File: src/rtl/gauss_issue_scheduler_pkg.sv
// Shared types and constants for the Gauss issue scheduler and its arbiter.
package gauss_issue_scheduler_pkg;
  typedef enum logic [1:0] {ST_IDLE, ST_SCAN, ST_DRAIN, ST_DONE} state_e;

  localparam int DEF_ADDR_W    = 5;
  localparam int DEF_DATA_W    = 16;
  localparam int DEF_RES_W     = 16;
  localparam int DEF_LAST_ADDR = 31;

  localparam logic FU0 = 1'b0;
  localparam logic FU1 = 1'b1;
endpackage

File: src/rtl/gauss_rr_arbiter.sv
// Two-way grant between the Gauss units; round-robin only when both are free.
module gauss_rr_arbiter
  import gauss_issue_scheduler_pkg::*;
(
  input  logic       clk,
  input  logic       preset,
  input  logic       avail0,
  input  logic       avail1,
  input  logic       req,
  input  logic       adv,
  output logic [1:0] grant
);
  logic r_rr;
  logic w_both;

  assign w_both = avail0 & avail1;

  always_comb begin
    grant = 2'b00;
    if (req && adv) begin
      if (w_both)      grant = r_rr ? 2'b10 : 2'b01;
      else if (avail0) grant[FU0] = 1'b1;
      else if (avail1) grant[FU1] = 1'b1;
    end
  end

  // rr only moves on a contested grant, so a unit held busy does not shift the turn
  always_ff @(posedge clk or negedge preset) begin
    if (!preset)                      r_rr <= 1'b0;
    else if (req && adv && w_both)    r_rr <= ~r_rr;
  end
endmodule

File: src/rtl/gauss_issue_scheduler.sv
// Scans data memory, dispatches non-zero operands to two Gauss units, and sums their results.
module gauss_issue_scheduler
  import gauss_issue_scheduler_pkg::*;
#(
  parameter int ADDR_W    = DEF_ADDR_W,
  parameter int DATA_W    = DEF_DATA_W,
  parameter int RES_W     = DEF_RES_W,
  parameter int LAST_ADDR = DEF_LAST_ADDR
) (
  input  logic              clk,
  input  logic              preset,
  input  logic              start,
  output logic [ADDR_W-1:0] mem_addr,
  input  logic [DATA_W-1:0] mem_data,
  output logic              fu0_issue,
  output logic [DATA_W-1:0] fu0_operand,
  input  logic              fu0_busy,
  input  logic              fu0_res_valid,
  input  logic [RES_W-1:0]  fu0_res,
  output logic              fu1_issue,
  output logic [DATA_W-1:0] fu1_operand,
  input  logic              fu1_busy,
  input  logic              fu1_res_valid,
  input  logic [RES_W-1:0]  fu1_res,
  output logic [RES_W-1:0]  total,
  output logic              overflow,
  output logic              busy,
  output logic              done
);
  localparam logic [ADDR_W-1:0] LAST = ADDR_W'(LAST_ADDR);

  state_e            r_state, w_state_nxt;
  logic [ADDR_W-1:0] r_ptr;
  logic              r_out0, r_out1;
  logic              r_fu0_issue, r_fu1_issue;
  logic [DATA_W-1:0] r_fu0_op, r_fu1_op;
  logic [RES_W-1:0]  r_total;
  logic              r_ovf;

  logic              w_scan, w_nz, w_avail0, w_avail1, w_step, w_last;
  logic              w_clear, w_collect, w_out0_nxt, w_out1_nxt;
  logic [1:0]        w_grant;
  logic [RES_W+1:0]  w_sum;

  assign w_scan    = (r_state == ST_SCAN);
  assign w_nz      = |mem_data;
  assign w_avail0  = ~r_out0 & ~fu0_busy;
  assign w_avail1  = ~r_out1 & ~fu1_busy;
  assign w_step    = w_scan & (~w_nz | (|w_grant));
  assign w_last    = (r_ptr == LAST);
  assign w_clear   = start & ((r_state == ST_IDLE) | (r_state == ST_DONE));
  assign w_collect = (r_state != ST_IDLE);

  // set wins over clear so a same-cycle result and re-issue leaves the unit outstanding
  assign w_out0_nxt = (r_out0 & ~fu0_res_valid) | w_grant[FU0];
  assign w_out1_nxt = (r_out1 & ~fu1_res_valid) | w_grant[FU1];

  assign w_sum = (RES_W+2)'(r_total)
               + (RES_W+2)'(fu0_res_valid ? fu0_res : {RES_W{1'b0}})
               + (RES_W+2)'(fu1_res_valid ? fu1_res : {RES_W{1'b0}});

  gauss_rr_arbiter u_arb (
    .clk    (clk),
    .preset (preset),
    .avail0 (w_avail0),
    .avail1 (w_avail1),
    .req    (w_nz),
    .adv    (w_scan),
    .grant  (w_grant)
  );

  always_ff @(posedge clk or negedge preset) begin
    if (!preset) r_state <= ST_IDLE;
    else         r_state <= w_state_nxt;
  end

  // DRAIN looks at next-cycle outstanding so done follows the last result by one cycle
  always_comb begin
    w_state_nxt = r_state;
    case (r_state)
      ST_IDLE:  if (start) w_state_nxt = ST_SCAN;
      ST_SCAN:  if (w_step && w_last) w_state_nxt = ST_DRAIN;
      ST_DRAIN: if (!w_out0_nxt && !w_out1_nxt) w_state_nxt = ST_DONE;
      ST_DONE:  if (start) w_state_nxt = ST_SCAN;
      default:  w_state_nxt = ST_IDLE;
    endcase
  end

  always_ff @(posedge clk or negedge preset) begin
    if (!preset) begin
      r_ptr       <= '0;
      r_out0      <= 1'b0;
      r_out1      <= 1'b0;
      r_fu0_issue <= 1'b0;
      r_fu1_issue <= 1'b0;
      r_fu0_op    <= '0;
      r_fu1_op    <= '0;
      r_total     <= '0;
      r_ovf       <= 1'b0;
    end else begin
      r_fu0_issue <= w_grant[FU0];
      r_fu1_issue <= w_grant[FU1];
      if (w_grant[FU0]) r_fu0_op <= mem_data;
      if (w_grant[FU1]) r_fu1_op <= mem_data;
      if (w_clear) begin
        r_ptr   <= '0;
        r_out0  <= 1'b0;
        r_out1  <= 1'b0;
        r_total <= '0;
        r_ovf   <= 1'b0;
      end else begin
        if (w_step && !w_last) r_ptr <= r_ptr + 1'b1;
        r_out0 <= w_out0_nxt;
        r_out1 <= w_out1_nxt;
        if (w_collect) begin
          r_total <= w_sum[RES_W-1:0];
          if (|w_sum[RES_W+1:RES_W]) r_ovf <= 1'b1;
        end
      end
    end
  end

  assign mem_addr    = r_ptr;
  assign fu0_issue   = r_fu0_issue;
  assign fu1_issue   = r_fu1_issue;
  assign fu0_operand = r_fu0_op;
  assign fu1_operand = r_fu1_op;
  assign total       = r_total;
  assign overflow    = r_ovf;
  assign busy        = (r_state == ST_SCAN) | (r_state == ST_DRAIN);
  assign done        = (r_state == ST_DONE);
endmodule

File: config.mk
export PLATFORM = sky130hd
export DESIGN_NAME = gauss_issue_scheduler
export DESIGN_NICKNAME = d
export VERILOG_FILES = /design/src/rtl/gauss_issue_scheduler_pkg.sv /design/src/rtl/gauss_rr_arbiter.sv /design/src/rtl/gauss_issue_scheduler.sv
export SDC_FILE = /design/constraint.sdc
export NUM_CORES = 1
export LEC_CHECK = 0
export CAP_MARGIN = 20
export CORE_ASPECT_RATIO = 1.2
export CORE_MARGIN = 8
export CORE_UTILIZATION = 43
export DETAILED_ROUTE_END_ITERATION = 16
export PLACE_DENSITY_LB_ADDON = 0.08
export SLEW_MARGIN = 20
export SYNTH_ARGS = -nofsm -noshare
export SYNTH_HDL_FRONTEND = slang
export SYNTH_SLANG_ARGS = --single-unit
File: constraint.sdc
create_clock -name clk -period 2.6 [get_ports clk]
set_input_delay 0.26 -clock clk [delete_from_list [all_inputs] [get_ports clk]]
set_output_delay 0.26 -clock clk [all_outputs]
set_load 0.1 [all_outputs]
* Word-level counts from Yosys, hierarchy flattened
Cells that the tools add are included.
W data, S select, Z words.
** Storage, ports and cells
- Input bits :: 55
- Memories kept :: 0
- RAM bits :: 0
- Bits in latches :: 0
- Register bits :: 61
- ROM bits :: 0
- Output and inout bits :: 58
** Cells by class
- $mul :: 0
- Eq/ne operators :: 7
- Reduce and logical (&&, ||, !) cells :: 19
- Multiplexer cells :: 21
- Bitwise operators :: 20
- Add/sub/neg operators :: 3
- Div/mod/pow operators :: 0
- $lt $le $gt $ge :: 0
- Shift operators :: 0
** Operators by type and width (number)
- $mux W16 :: 4
- $add A17 B16 Y18 :: 1
- $add A16 B16 Y17 :: 1
- $reduce_or A16 Y1 :: 1
- $mux W2 :: 6
- $mux W5 :: 2
- $mux W1 :: 8
- $not A1 Y1 :: 8
- $reduce_bool A2 Y1 :: 4
- $and A1 B1 Y1 :: 7
- $pmux W2 S3 :: 1
- $reduce_or A2 Y1 :: 3
- $add A5 B1 Y5 const B :: 1
- $eq A5 B5 Y1 const B :: 1
- $logic_and A1 B1 Y1 :: 5
- $or A1 B1 Y1 :: 5
- $eq A2 B2 Y1 const B :: 2
- $ne A2 B2 Y1 const B :: 2
- $logic_not A1 Y1 :: 3
- $reduce_and A3 Y1 :: 1
- $eq A2 B1 Y1 const B :: 1
- $logic_not A2 Y1 :: 1
- $ne A2 B1 Y1 const B :: 1
- $reduce_and A2 Y1 :: 1

* Longest topological paths before layout
Gate-level depths: netlist (run 1).
- Depth after elaboration :: 12
- Mapped depth :: 12
- Gate-level depth less buffers :: 11

* Hierarchy
Synthesis (run 1) repeated with hierarchy kept, for this count alone.
** Unflattened totals
- Cell total of the unflattened synthesis :: 344
- Area total of the unflattened synthesis :: 3728.6 um2
** Modules (own cells, without submodules)
- gauss_issue_scheduler :: seq. area each 1501.4 um2, cells an instance 336, times used 1, area each 3664.8 um2
- gauss_rr_arbiter :: seq. area each 25.0 um2, cells an instance 8, times used 1, area each 63.8 um2

* Worst setup path before layout (run 1)
No wires, ideal clock.
- Kind :: register to register
- Start :: register r_total[10] (netlist: total[10])
- End :: register r_ovf (netlist: overflow)
- Data arrival time :: 3.217 ns
- Library setup time :: 0.126 ns
- Slack :: -0.743 ns
- Period minus slack after synthesis :: 3.343 ns
- Cell stages (with the launch flop) :: 9
- Cells stage by stage :: dfrtp_1 -> fa_1 -> ha_1 -> clkbuf_1 -> and3_1 -> a221o_1 -> a2111oi_0 -> a21oi_1 -> o311a_1
** Between the ends
- Word-level cells in the longest chain between the ends :: 5
** RTL lines
- start: declaration :: RTL line gauss_issue_scheduler.sv:37 : logic [RES_W-1:0] r_total;
- start signal: assignment :: RTL line gauss_issue_scheduler.sv:116 : r_total <= w_sum[RES_W-1:0];
- $add A16 B16 Y17 :: RTL line gauss_issue_scheduler.sv:59 : + (RES_W+2)'(fu0_res_valid ? fu0_res : {RES_W{1'b0}})
- $add A17 B16 Y18 :: RTL line gauss_issue_scheduler.sv:60 : + (RES_W+2)'(fu1_res_valid ? fu1_res : {RES_W{1'b0}});
- $reduce_or A2 Y1 :: RTL line gauss_issue_scheduler.sv:117 : if (|w_sum[RES_W+1:RES_W]) r_ovf <= 1'b1;
- $reduce_bool A2 Y1 (no source line)
- $reduce_and A2 Y1 (no source line)
- end signal: assignment :: RTL line gauss_issue_scheduler.sv:99 : r_ovf <= 1'b0;
- end signal: assignment :: RTL line gauss_issue_scheduler.sv:110 : r_ovf <= 1'b0;
- end signal: assignment :: RTL line gauss_issue_scheduler.sv:117
- end: declaration :: RTL line gauss_issue_scheduler.sv:38 : logic r_ovf;
Every way passes these cells.
A chain may end at the register's enable or synchronous reset.

* Final worst setup path (run 1)
- Start :: input fu1_res[12]
- End :: register r_ovf (netlist: overflow)
** Between the ends
- Word-level cells in the longest chain between the ends :: 5
** RTL lines
- start: declaration :: RTL line gauss_issue_scheduler.sv:24 : input logic [RES_W-1:0] fu1_res,
- $mux W16 :: RTL line gauss_issue_scheduler.sv:60
- $add A17 B16 Y18 :: RTL line gauss_issue_scheduler.sv:60
- $reduce_or A2 Y1 :: RTL line gauss_issue_scheduler.sv:117
- $reduce_bool A2 Y1 (no source line)
- $reduce_and A2 Y1 (no source line)
Every way passes these cells.

==> metrics.md, run 1 <==
| Metric | Value |
|---|---|
| Outcome | finished with violations |
| Failing checks | setup timing |
| Yosys Warn Count | 0 |
| Most numerous cell in the Yosys netlist | nand2_1 |
| H-tree depth | 3 |
| Multi-input gate area | 2490 sq um |
| Hold Fails Final Rpt | 0 |
| Final WS setup | -69.0 ps |
| Cells after synthesis | 384 |
| Final period utilization | 1.03 |
| Post-synth top cells | 71 x nand2_1, 61 x dfrtp_1, 30 x and2_1, 24 x nor2_1, 21 x ha_1 |
| Routed Antenna Nets | 0 |
| Syn avg cell area | 9.99 sq um |
| # fillers | 702 |
| Initial core utilization | 0.446 |
| Max-Cap Viols | 0 |
| Initial antenna violation count | 0 |
| GR Util All Layers | 0.195 |
| Seq/Total Area, Yosys | 0.398 |
| Largest net degree at the start of global routing | 31 |
| PortBufs | 112 |
| Placement Cell Area | 5490 sq um |
| Die extent in y | 119 um |
| Synth top area cells | dfrtp_1 40%, fa_1 8.9%, nand2_1 6.9% |
| CTS tree | done |
| RD Place Congestion | 0.836 |
| CTS Sinks | 61 |
| Fin area | 5960 sq um |
| Die area | ~12000 sq um |
| Unrepaired setup endpoints after global routing | true |
| Crit end category | flop |
| Synthesized net count | 477 |
| Chip Width | between 100 and 150 um |
| First-pass GRT wire length | 18700 um |
| CTS Buffer Depth | 2 |
| Core area | 8610 sq um |
| Number of synthesized flops with an enable pin | 0 |
| Fin. max-slew vios | 0 |
| Worst Setup Start Kind | input pin |
| R2R setup slack | -60 ps |
| Vias in the first global route | 3888 |
| GR Overflow Total | 0 |
| Total CTS buffers | 9 |
| Clock skew | 8.75 ps |
| Clk slew on worst S/H paths | around 70 ps |
| Synthesized cell area | 3840 sq um |
| Max-slew headroom | 0.500 |
| Asr flop ratio synth | 1.00 |
| Avg WL per Cell | 16.9 um |
| Nets@finish | 653 |
| Area delta synth->final | 55.4% |
| Share of the synthesized area in the top cell type | 0.398 |
| Main synth FF type | dfrtp_1 |
| Yosys top cell by area | dfrtp_1 |
| Hold Path Class | input pin to async pin |
| Minimum hold slack | 383 ps |
| WS Path Type | input pin to flop |
| R2r worst-path depth | 7 |
| Post-DR vias/cell | a little over 5 |
| Ports | approximately 110 |
| R2R Path End | overflow$_DFFE_PN0P_ |
| CP startpoint | fu1_res[12] |
| Pre-CTS WS | -658 ps |
| Final setup fails | 5 |
| Crit path max fanout | 4 |
| Synth cell types | 48 |
| Period minus WS final | 2670 ps |
| Total number of vias | 3507 |
| Synthesized flop and latch total | 61 |
| Arrival time worst endpoint | 2900 ps |
| Fmax | 0.375 GHz |
| Required @ worst endpoint | 2840 ps |
| Initial drt markers | 135 |
| Final WL | approximately 11000 um |
| Row cnt | 37 |
| Clock root buffer master | clkbuf_8 |
| Share of cells above drive strength 1 | 0.379 |
| HPWL Detailed | 8560 um |
| Register Area | 1570 sq um |
| Setup TNS | -192 ps |
| Residual DRC | 0 |
| Worst slew pin tran | 748 ps |
| Worst r2r src | total[10]$_DFFE_PN0P_ |
| Clock latency on the worst-skew pair | 350 ps |
| Drt pass-1 iters | 4 |
| Antenna cells | 0 |
[per-layer routing]
metal	part of all wire	vias up	GRT usage
met1	0.41	1703	0.216
met2	0.50	94	0.332
met4	0.023	0	0.0782
met5	0	-	0
met3	0.068	23	0.0676
li1	-	1687	-
[registers in the layout, summed over array words and instances (netlist names), 2 cells and up]
register	count
mem_addr	5
fu0_operand	16
total	16
fu1_operand	16
r_state	2
[stage by stage]
| step | util | cells |
|---|---|---|
| after floorplan | - | 384 |
| after CTS | 0.681 | 679 |
| after global placement | 0.637 | 658 |
| after global routing | 0.693 | 681 |
| final | 0.693 | 681 |
| after detailed placement | 0.637 | 658 |
[cells by family after synthesis]
group	share of synthesized area
AOI/OAI and AO/OA	0.0981
muxes	0.0665
DFF	0.398
buffers and inverters	0.0228
adders and majority gates	0.157
xor gates and xnor gates	0.0205
and+or+nand+nor	0.237
[layout by cell type, fill, tap and decap left out, drive strengths merged, types with 3 or more instances in the layout]
master	count
buf	123
nand2	71
dfrtp	61
clkdlybuf4s50	49
and2	30
nor2	24
ha	21
a21oi	18
mux2	17
fa	17
clkbuf	10
inv	9
nor3	8
nand3	7
o21ai	7
mux2i	6
a21o	6
nand4	6
xor2	5
nor4	5
and3	5
nand2b	4
nor2b	4
xnor2	4
a211oi	4
clkinv	4
nand3b	3
nor4b	3
o31ai	3
bufinv	3
[what timing repair did]
action / 4_1_cts / 5_1_grt
hold buffers: 1 / 0
hold endpoints to repair: 16 / 0
gates cloned: 1 / 0
endpoints found under the setup margin: 11 / 8
pin swaps: 17 / 16
setup buffers: 4 / 2
gates resized for setup: 21 / 16
[worst max-delay path, cell delays in order]
cell             delay [ps]
clkdlybuf4s50_1         430
and2_4                  170
fa_1                    570
ha_4                    220
and3_4                  160
a221o_1                 380
a2111oi_4               320
a21oi_2                 100
o311a_1                 300
[cell type report]
class                      instances  share of cell area
clock buffer                      10              0.0214
multi-input combinational        300               0.418
inverter                          11             0.00692
clock inverter                     5              0.0168
tap                              117              0.0245
timing repair buffer             177               0.248
sequential                        61               0.264
[worst max-delay path by stage]
stage	end	slack (ps)	cells past startpoint
floorplan	overflow$_DFFE_PN0P_	-190	8
global placement	total[12]$_DFFE_PN0P_	-590	11
detailed placement	total[11]$_DFFE_PN0P_	-660	13
CTS	overflow$_DFFE_PN0P_	-130	7
global route	overflow$_DFFE_PN0P_	-140	7
finish	overflow$_DFFE_PN0P_	-70	9
Power of run 1 is left out: the tool's default activity adds up to more than one toggle a clock period on the data nets, which glitch-free logic cannot reach.
==> inputs of run 2 (changes only) <==
--- a/config.mk
+++ b/config.mk
@@ -7,10 +7,12 @@
 export LEC_CHECK = 0
 export CAP_MARGIN = 20
 export CORE_ASPECT_RATIO = 1.2
-export CORE_MARGIN = 8
+export CORE_MARGIN = 5
 export CORE_UTILIZATION = 43
 export DETAILED_ROUTE_END_ITERATION = 16
 export PLACE_DENSITY_LB_ADDON = 0.08
+export RECOVER_POWER = 25
+export SKIP_LAST_GASP = 1
 export SLEW_MARGIN = 20
 export SYNTH_ARGS = -nofsm -noshare
 export SYNTH_HDL_FRONTEND = slang
==> metrics.md, run 2 (synthesis results as in run 1) <==
| Metric | Value |
|---|---|
| Ports | 113 |
| Max-slew headroom | -0.0303 |
| Worst r2r src | total[12]$_DFFE_PN0P_ |
| Chip Width | 96.2 um |
| Antenna cells | 0 |
| Max-Cap Viols | 1 |
| Clock root buffer master | clkbuf_8 |
| H-tree depth | 3 |
| Total CTS buffers | 9 |
| Residual DRC | 0 |
| Die area | 10900 sq um |
| Final WS setup | -115 ps |
| Post-DR vias/cell | 5.14 |
| R2R Path End | overflow$_DFFE_PN0P_ |
| Clock skew | 11.5 ps |
| Hold Path Class | flop to flop |
| Share of cells above drive strength 1 | 0.386 |
| Core area | 8660 sq um |
| Crit end category | flop |
| CTS tree | done |
| GR Util All Layers | 0.218 |
| Total number of vias | 3530 |
| R2R setup slack | -60 ps |
| Clk slew on worst S/H paths | 80 ps |
| Failing checks | capacitance limit, slew limit, setup timing |
| WS Path Type | input pin to flop |
| Drt pass-1 iters | 4 |
| HPWL Detailed | 7830 um |
| CP max stage cell | fa_1 |
| Nets@finish | 658 |
| Worst path max stage delay | 590 ps |
| Worst slew pin tran | 1550 ps |
| Routed Antenna Nets | 0 |
| Avg WL per Cell | 16.2 um |
| Hold Fails Final Rpt | 0 |
| Final WL | between 10000 and 15000 um |
| Crit path max fanout | 3 |
| Vias in the first global route | 3867 |
| Initial antenna violation count | 0 |
| Fmax | 0.368 GHz |
| First-pass GRT wire length | 18700 um |
| Unrepaired setup endpoints after global routing | true |
| Final period utilization | 1.04 |
| Minimum hold slack | 480 ps |
| Initial core utilization | 0.443 |
| Area delta synth->final | 56.5% |
| Commonest non-fill, non-tap cell in the layout | buf_4 |
| Initial drt markers | 168 |
| Die extent in y | 113 um |
| PortBufs | about 110 |
| CP cell instances | clkdlybuf4s50_1 -> and2_4 -> fa_1 -> ha_4 -> and3_4 -> a221o_1 -> a2111oi_2 -> a21oi_1 -> o311a_1 |
| Worst Setup Start Kind | input pin |
| Required @ worst endpoint | approximately 2800 ps |
| Fin. max-slew vios | 62 |
| Most frequent cells in the layout | 123 x buf_4, 70 x nand2_1, 51 x clkdlybuf4s50_1, 46 x dfrtp_1, 27 x and2_1 |
| Final setup fails | 5 |
| Period minus WS final | approximately 2700 ps |
| Crit path to | overflow$_DFFE_PN0P_ |
| Outcome | finished with violations |
| CTS Buffer Depth | 2 |
| R2r worst-path depth | 7 |
| Clock latency on the worst-skew pair | 340 ps |
| CTS Sinks | 61 |
| Row cnt | 37 |
| CP startpoint | fu1_res[11] |
| Largest net degree at the start of global routing | 62 |
| GR Overflow Total | 0 |
| Arrival time worst endpoint | 2940 ps |
| RD Place Congestion | 0.845 |
[run 2: timing repair]
action                                  4_1_cts  5_1_grt
cloned                                        1        0
buffers inserted                             14        0
pin swaps                                    30       24
hold endpoints to repair                     61        0
gates resized for setup                      26       11
endpoints found under the setup margin       10       10
hold buffers                                  1        0
[run 2: cell type report]
type,count,area (sq um)
fill,695,2650
multi-input combinational,300,2510
timing repair buffer,182,1520
clock buffer,10,128
sequential,61,1570
tap,117,146
inverter,11,41.3
clock inverter,6,95.1
[run 2: how the worst min path moves through the flow]
stage	from	end	slack [ps]	cells after the start
2_1_floorplan	preset	fu0_issue$_DFF_PN0_	-40	0
3_3_place_gp	preset	fu1_operand[2]$_DFFE_PN0P_	300	2
3_5_place_dp	preset	fu1_operand[2]$_DFFE_PN0P_	300	2
4_1_cts	preset	fu1_operand[2]$_DFFE_PN0P_	460	3
5_1_grt	fu1_operand[2]$_DFFE_PN0P_	fu1_operand[2]$_DFFE_PN0P_	500	2
6_report	fu1_operand[2]$_DFFE_PN0P_	fu1_operand[2]$_DFFE_PN0P_	480	2
[run 2: metrics by stage]
step	cell area [sq um]	cells	TNS (ps)	utilization	setup WS, ps
after floorplan	3990	384	-316	-	-191
after global placement	5480	655	-5840	0.633	-626
after detailed placement	5480	655	-6490	0.633	-711
after CTS	5960	687	-353	0.689	-132
after global routing	6000	687	-1070	0.694	-164
final	6000	687	-227	0.694	-115
[run 2: layer usage]
metal  track usage  vias to the layer above  wire length (um)
met1         0.267                     1716              4400
met2         0.368                      107              5730
met5             0                        -                 0
met3        0.0620                       16               817
li1              -                     1691                 -
met4        0.0655                        0               164
[run 2: worst max-delay path: cells and delay by family]
kind            cells  cell delay, ps
compound gates      4            1090
fa+ha+maj           2             810
buf+inv             1             440
simple gates        2             320
Power of run 2 is left out for the same reason.
